File: src/rtl/exc_scheduler_pkg.sv
// Shared constants for the exception/interrupt scheduler.
// Holds the ExcCode values, the scheduler FSM state encoding and the
// default trap handler entry address.
package exc_scheduler_pkg;

    // ExcCode values written to Cause[6:2]
    localparam logic [4:0] EXC_INT     = 5'd0;
    localparam logic [4:0] EXC_ADEL    = 5'd4;
    localparam logic [4:0] EXC_ADES    = 5'd5;
    localparam logic [4:0] EXC_SYSCALL = 5'd8;
    localparam logic [4:0] EXC_RI      = 5'd10;
    localparam logic [4:0] EXC_OV      = 5'd12;

    // Default trap handler entry PC
    localparam logic [31:0] DEFAULT_HANDLER_ADDR = 32'h0000_4180;

    // Scheduler states: RUN accepts events, BLANK holds flush after one
    typedef enum logic [0:0] {
        ST_RUN   = 1'b0,
        ST_BLANK = 1'b1
    } sched_state_e;

endpackage

File: src/rtl/exc_scheduler_int_sync.sv
// int_sync: W-wide two-flop synchronizer for asynchronous level interrupts.
// Ports:
//   clk    in  1  clock
//   reset  in  1  synchronous, active-high; clears both flop stages
//   d_i    in  W  asynchronous input lines
//   q_o    out W  synchronized lines (second flop stage)
module int_sync #(
    parameter int W = 6
) (
    input  logic         clk,
    input  logic         reset,
    input  logic [W-1:0] d_i,
    output logic [W-1:0] q_o
);

    logic [W-1:0] meta_q;
    logic [W-1:0] sync_q;

    // Two-stage synchronizer chain
    always_ff @(posedge clk) begin
        if (reset) begin
            meta_q <= '0;
            sync_q <= '0;
        end else begin
            meta_q <= d_i;
            sync_q <= meta_q;
        end
    end

    assign q_o = sync_q;

endmodule

File: src/rtl/exc_scheduler.sv
// exc_scheduler: sequences the CP0 register block for traps and ERET.
// Each cycle in RUN it picks at most one event (interrupt > exception > ERET),
// pulses the CP0 strobes, flushes the pipeline and redirects the PC, then
// spends BLANK_CYCLES cycles in BLANK with flush held and new events blocked.
// Ports:
//   clk, reset                 clock, synchronous active-high reset
//   hw_int                     asynchronous interrupt levels (synchronized here)
//   cp0_ie/cp0_exl/cp0_im      SR.IE, SR.EXL, SR.IM
//   cp0_epc                    current EPC, ERET target
//   m_valid/m_exccode/m_vpc    M-stage valid, exception code, PC
//   m_bd/m_eret                M-stage delay-slot flag and ERET flag
//   take/take_code/take_epc/take_bd   CP0 trap write strobe and payload
//   exl_clr                    CP0 EXL clear strobe (ERET)
//   ip                         synchronized pending lines for Cause.IP
//   flush/redirect/redirect_pc pipeline kill and PC redirect
//   trap_count                 saturating count of takes (debug)
module exc_scheduler
    import exc_scheduler_pkg::*;
#(
    parameter int          HW_INT_W     = 6,
    parameter logic [31:0] HANDLER_ADDR = DEFAULT_HANDLER_ADDR,
    parameter int          BLANK_CYCLES = 1,
    parameter int          TRAP_CNT_W   = 16
) (
    input  logic                  clk,
    input  logic                  reset,
    input  logic [HW_INT_W-1:0]   hw_int,
    input  logic                  cp0_ie,
    input  logic                  cp0_exl,
    input  logic [HW_INT_W-1:0]   cp0_im,
    input  logic [31:0]           cp0_epc,
    input  logic                  m_valid,
    input  logic [4:0]            m_exccode,
    input  logic [31:0]           m_vpc,
    input  logic                  m_bd,
    input  logic                  m_eret,
    output logic                  take,
    output logic [4:0]            take_code,
    output logic [31:0]           take_epc,
    output logic                  take_bd,
    output logic                  exl_clr,
    output logic [HW_INT_W-1:0]   ip,
    output logic                  flush,
    output logic                  redirect,
    output logic [31:0]           redirect_pc,
    output logic [TRAP_CNT_W-1:0] trap_count
);

    localparam logic [2:0]            BLANK_LOAD = 3'(BLANK_CYCLES);
    localparam logic [TRAP_CNT_W-1:0] TRAP_MAX   = '1;

    sched_state_e          state_q, state_d;
    logic [2:0]            blank_cnt_q, blank_cnt_d;
    logic [TRAP_CNT_W-1:0] trap_count_q;
    logic [HW_INT_W-1:0]   ip_s;

    logic int_ok_s;
    logic exc_ok_s;
    logic eret_ok_s;

    int_sync #(
        .W (HW_INT_W)
    ) u_int_sync (
        .clk   (clk),
        .reset (reset),
        .d_i   (hw_int),
        .q_o   (ip_s)
    );

    assign ip = ip_s;

    // Event qualification; interrupts wait for a real instruction in M so EPC is meaningful
    always_comb begin
        int_ok_s  = (|(ip_s & cp0_im)) & cp0_ie & ~cp0_exl & m_valid;
        exc_ok_s  = m_valid & (m_exccode != 5'd0) & ~cp0_exl;
        eret_ok_s = m_valid & m_eret & ~int_ok_s & ~exc_ok_s;
    end

    // Next-state, blank counter and event outputs; reset gates outputs so a pending take is dropped
    always_comb begin
        state_d     = state_q;
        blank_cnt_d = blank_cnt_q;
        take        = 1'b0;
        take_code   = 5'd0;
        take_epc    = 32'd0;
        take_bd     = 1'b0;
        exl_clr     = 1'b0;
        flush       = 1'b0;
        redirect    = 1'b0;
        redirect_pc = 32'd0;
        if (reset) begin
            state_d     = ST_RUN;
            blank_cnt_d = 3'd0;
        end else begin
            case (state_q)
                ST_RUN: begin
                    if (int_ok_s || exc_ok_s) begin
                        take        = 1'b1;
                        take_code   = int_ok_s ? EXC_INT : m_exccode;
                        // Delay-slot traps restart at the branch
                        take_epc    = m_bd ? (m_vpc - 32'd4) : m_vpc;
                        take_bd     = m_bd;
                        flush       = 1'b1;
                        redirect    = 1'b1;
                        redirect_pc = HANDLER_ADDR;
                        state_d     = ST_BLANK;
                        blank_cnt_d = BLANK_LOAD;
                    end else if (eret_ok_s) begin
                        exl_clr     = 1'b1;
                        flush       = 1'b1;
                        redirect    = 1'b1;
                        redirect_pc = cp0_epc;
                        state_d     = ST_BLANK;
                        blank_cnt_d = BLANK_LOAD;
                    end else begin
                        state_d = ST_RUN;
                    end
                end
                ST_BLANK: begin
                    flush = 1'b1;
                    if (blank_cnt_q <= 3'd1) begin
                        state_d     = ST_RUN;
                        blank_cnt_d = 3'd0;
                    end else begin
                        blank_cnt_d = blank_cnt_q - 3'd1;
                    end
                end
                default: begin
                    state_d     = ST_RUN;
                    blank_cnt_d = 3'd0;
                end
            endcase
        end
    end

    // State and blank counter registers
    always_ff @(posedge clk) begin
        if (reset) begin
            state_q     <= ST_RUN;
            blank_cnt_q <= 3'd0;
        end else begin
            state_q     <= state_d;
            blank_cnt_q <= blank_cnt_d;
        end
    end

    // Saturating trap counter
    always_ff @(posedge clk) begin
        if (reset) begin
            trap_count_q <= '0;
        end else if (take && (trap_count_q != TRAP_MAX)) begin
            trap_count_q <= trap_count_q + 1'b1;
        end else begin
            trap_count_q <= trap_count_q;
        end
    end

    assign trap_count = trap_count_q;

endmodule

File: config.mk
export PLATFORM = sky130hd
export DESIGN_NAME = exc_scheduler
export DESIGN_NICKNAME = d
export VERILOG_FILES = /design/src/rtl/exc_scheduler_pkg.sv /design/src/rtl/exc_scheduler_int_sync.sv /design/src/rtl/exc_scheduler.sv
export SDC_FILE = /design/constraint.sdc
export NUM_CORES = 1
export LEC_CHECK = 0
export BUFFER_PORTS_ARGS = -buffer_cell sky130_fd_sc_hd__buf_2
export CAP_MARGIN = 20
export CORE_MARGIN = 4
export CORE_UTILIZATION = 41
export CTS_CLUSTER_SIZE = 16
export DETAILED_ROUTE_END_ITERATION = 16
export GPL_TIMING_DRIVEN = 0
export PLACE_DENSITY_LB_ADDON = 0.12
export SLEW_MARGIN = 25
export SYNTH_ARGS = -nofsm -noshare
export SYNTH_HDL_FRONTEND = slang
export SYNTH_SLANG_ARGS = --single-unit
export TNS_END_PERCENT = 30
File: constraint.sdc
create_clock -name clk -period 3.1 [get_ports clk]
set_input_delay 0.31 -clock clk [delete_from_list [all_inputs] [get_ports clk]]
set_output_delay 0.31 -clock clk [all_outputs]
set_load 0.005 [all_outputs]
==> impl_results.md <==
- WL/cell: 14.2 um
- Placer congestion estimate: 0.872
- Sequential cell area: 641 um^2
- H-tree Lvls: 2
- Ys async rst share: 0%
- Antenna-violating nets left: 0
- Initial DRT Pass Iterations: 4
- Final Cycle Share: 95.1%
- Syn_nets: 420
- Core outline area: 5610 um^2
- Via count: 2999
- Later-pin clock latency in the skew report: 280 ps
- Area Overhead vs Synth: 45.3%
- Clk slew on worst S/H paths: 60 ps
- Crit-path leading delay family: simple AND/OR/NAND/NOR gates
- Kind of end point of the critical path: primary output
- FP Rows: 27
- Netlist Area Pre-Place: 2410 um^2
- Root buffer cell: clkbuf_8
- Clock sink count: 32
- Main synth FF type: dfxtp_1
- Status: complete, no violations
- CTS resizes: 0
- Overall power: 0.956 mW
- Final WL: 8380 um
- Final instance area: 3500 um^2
- Max Root-Sink Buffers: 2
- Rel. slew slack: 59.2%
- Pin count of the biggest net entering global routing: 11
- Post-Route Setup TNS: 0 ps
- CTS tree: yes
- Fin crit period: 2950 ps
- Worst path bufs/invs: 4
- Cell variety after synth: 42
- Clk_skew: 4.53 ps
- Die Y: 84.6 um
- Cell repeated most along the worst path: buf_2
- LEAKAGE: 1.68 nW
- Final setup violation count: 0
- First-pass GRT wire length: 13300 um
- Vias per cell: 5.08
- Seq/Total Area, Yosys: 26.6%
- ANT cells: 0
- Crit path DAT: 2640 ps
- Nets: 609
- Slowest-stage cell, CP: or4b_4
- Avg Cell Area, Syn: 7.34 um^2
- Count of buffers from port buffering: 182
- CTS hold repair buffers: 0
- Width of the die: 84.6 um
- Number of remaining DRC errors: 0
- Final Util: 62.4%
- Share of cells above drive strength 1: 38.0%
- Placed wire-length estimate: 6940 um
- Yosys warnings: 0
- Post-synthesis sequential element count: 32
- VDD IR max: 0.327 mV
- Initial antenna violation count: 0
- Vias in the first global route: 2901
- Max incr delay on CP: 520 ps
- I/O pin count: 184
- Post-synth EDFFs: 0
- Post-CTS Setup Repair Bufs: 0
- Worst hold path type: input port to register
- GRT Total Usage: 22.2%
- Num CTS Buffers: 5
- Hold Vio Cnt, Final: 0
- CP startpoint kind: input port
- Pins Over Slew Limit: 0
- Crit-path cells: buf_2 > or4_1 > buf_2 > or4b_4 > buf_6 > or2_0 > or3_1 > a21oi_1 > buf_2
- PD cells: 273 nW/um^2
- Unrepaired setup endpoints after global routing: no
- Iteration-0 DRC Markers: 90
- Critical Path RT: 2790 ps
- Maximum clock rate: 0.339 GHz
- Grt ovf: 0
- Mapped Cells: 328
- Post-DP Area: 3410 um^2
- # Max-Cap Violations: 0
- Filler Cell Count: 559
- Multi-input gate area: 1660 um^2
- Initial core utilization: 42.9%
- CP Class: input port to primary output
- Full die area: 7160 um^2
- Worst-margin pin slew: 607 ps
- Maximum fanout along the worst path: 9
## final cells by class
cell class / count / share of cell area, %
Timing Repair Buffer: 182 / 26.0
Inverter: 10 / 1.07
Multi-Input combinational cell: 270 / 47.5
Clock buffer: 8 / 2.57
Sequential cell: 32 / 18.3
Tap cell: 72 / 2.57
Buffer: 16 / 1.97
## worst register-to-register path: stages, from the launching register on
cell	delay [ps]
dfxtp_1	420
nand4_1	260
or4_1	600
o211ai_1	250
clkbuf_1	460
nor2_1	100
nor4_1	240
## power breakdown
| group | total (mW) | switching (mW) | leakage, nW | internal [mW] |
|---|---|---|---|---|
| sequential | 0.428 | 0.00536 | 0.261 | 0.423 |
| clock | 0.326 | 0.145 | 0.0455 | 0.181 |
| combinational | 0.203 | 0.102 | 1.38 | 0.101 |
## cells by family (layout without fill, tap and decap cells)
logic type	Yosys count	in the layout	synth area share [%]
multiplexers	4	4	1.82
XOR/XNOR	27	27	9.82
flip-flops	32	32	26.6
AO/OA/AOI/OAI	52	52	13.2
buffers and inverters	26	216	4.42
AND/OR/NAND/NOR	183	183	42.0
adder cells (fa/ha/maj)	4	4	2.08
## flip-flops by register name, indices dropped and copies added (netlist names)
signal and count:
blank_cnt_q 3, u_int_sync.q_o 6, state_q 1, trap_count 16
u_int_sync.meta_q 6
## cell usage after synthesis (2+ instances only)
cell type	count	area (um^2)
a21oi_1	19	95.1
a22oi_1	3	22.5
a311oi_1	2	17.5
a31o_2	2	17.5
a31oi_1	3	18.8
and2_1	39	244
clkbuf_1	14	52.6
dfxtp_1	32	641
ha_1	4	50.1
inv_1	10	37.5
mux2_2	3	33.8
nand2_1	14	52.6
nand3_1	7	35.0
nand3b_1	2	15.0
nand4_1	3	18.8
nor2_1	43	161
nor2b_1	17	106
nor3_1	16	80.1
nor3b_1	2	15.0
nor4_1	10	62.6
o211ai_1	2	15.0
o21ai_0	11	55.1
o21bai_1	2	15.0
o31ai_1	6	45.0
or3_1	11	68.8
or4_1	10	75.1
xnor2_1	21	184
xor2_1	6	52.6
## stage by stage
stage / hold WS, ps / worst slack (ps) / instances
floorplan: 414 / 476 / 328
global placement: 416 / 176 / 582
detailed placement: 422 / 171 / 582
CTS: 234 / 161 / 590
global route: 232 / 45.3 / 590
finish: 236 / 153 / 590
## layout by cell type (no fill, tap or decap), types with 11 or more instances in the layout
| cell type | count |
|---|---|
| a21oi_1 | 19 |
| and2_1 | 39 |
| buf_2 | 183 |
| clkbuf_1 | 16 |
| dfxtp_1 | 32 |
| nand2_1 | 14 |
| nor2_1 | 43 |
| nor2b_1 | 17 |
| nor3_1 | 16 |
| o21ai_0 | 11 |
| or3_1 | 11 |
| xnor2_1 | 21 |
## metal layers
metal | wire length, um | global-route usage, % | vias to the layer above
li1 | - | - | 1519
met1 | 3500 | 26.6 | 1367
met2 | 4140 | 39.6 | 102
met3 | 614 | 6.08 | 11
met4 | 133 | 4.17 | 0
met5 | 0 | 0 | -
## worst paths after layout
path	from	to	slack, ps	depth (start not counted)
max	m_vpc[16]	take_epc[31]	150	9
min	hw_int[3]	u_int_sync.meta_q[3]$_SDFF_PP0_	240	2
max reg2reg	trap_count[3]$_SDFFE_PP0P_	trap_count[9]$_SDFFE_PP0P_	670	6
min reg2reg	u_int_sync.meta_q[4]$_SDFF_PP0_	u_int_sync.q_o[4]$_SDFF_PP0_	440	1
Power figures use the tool's default switching activity.
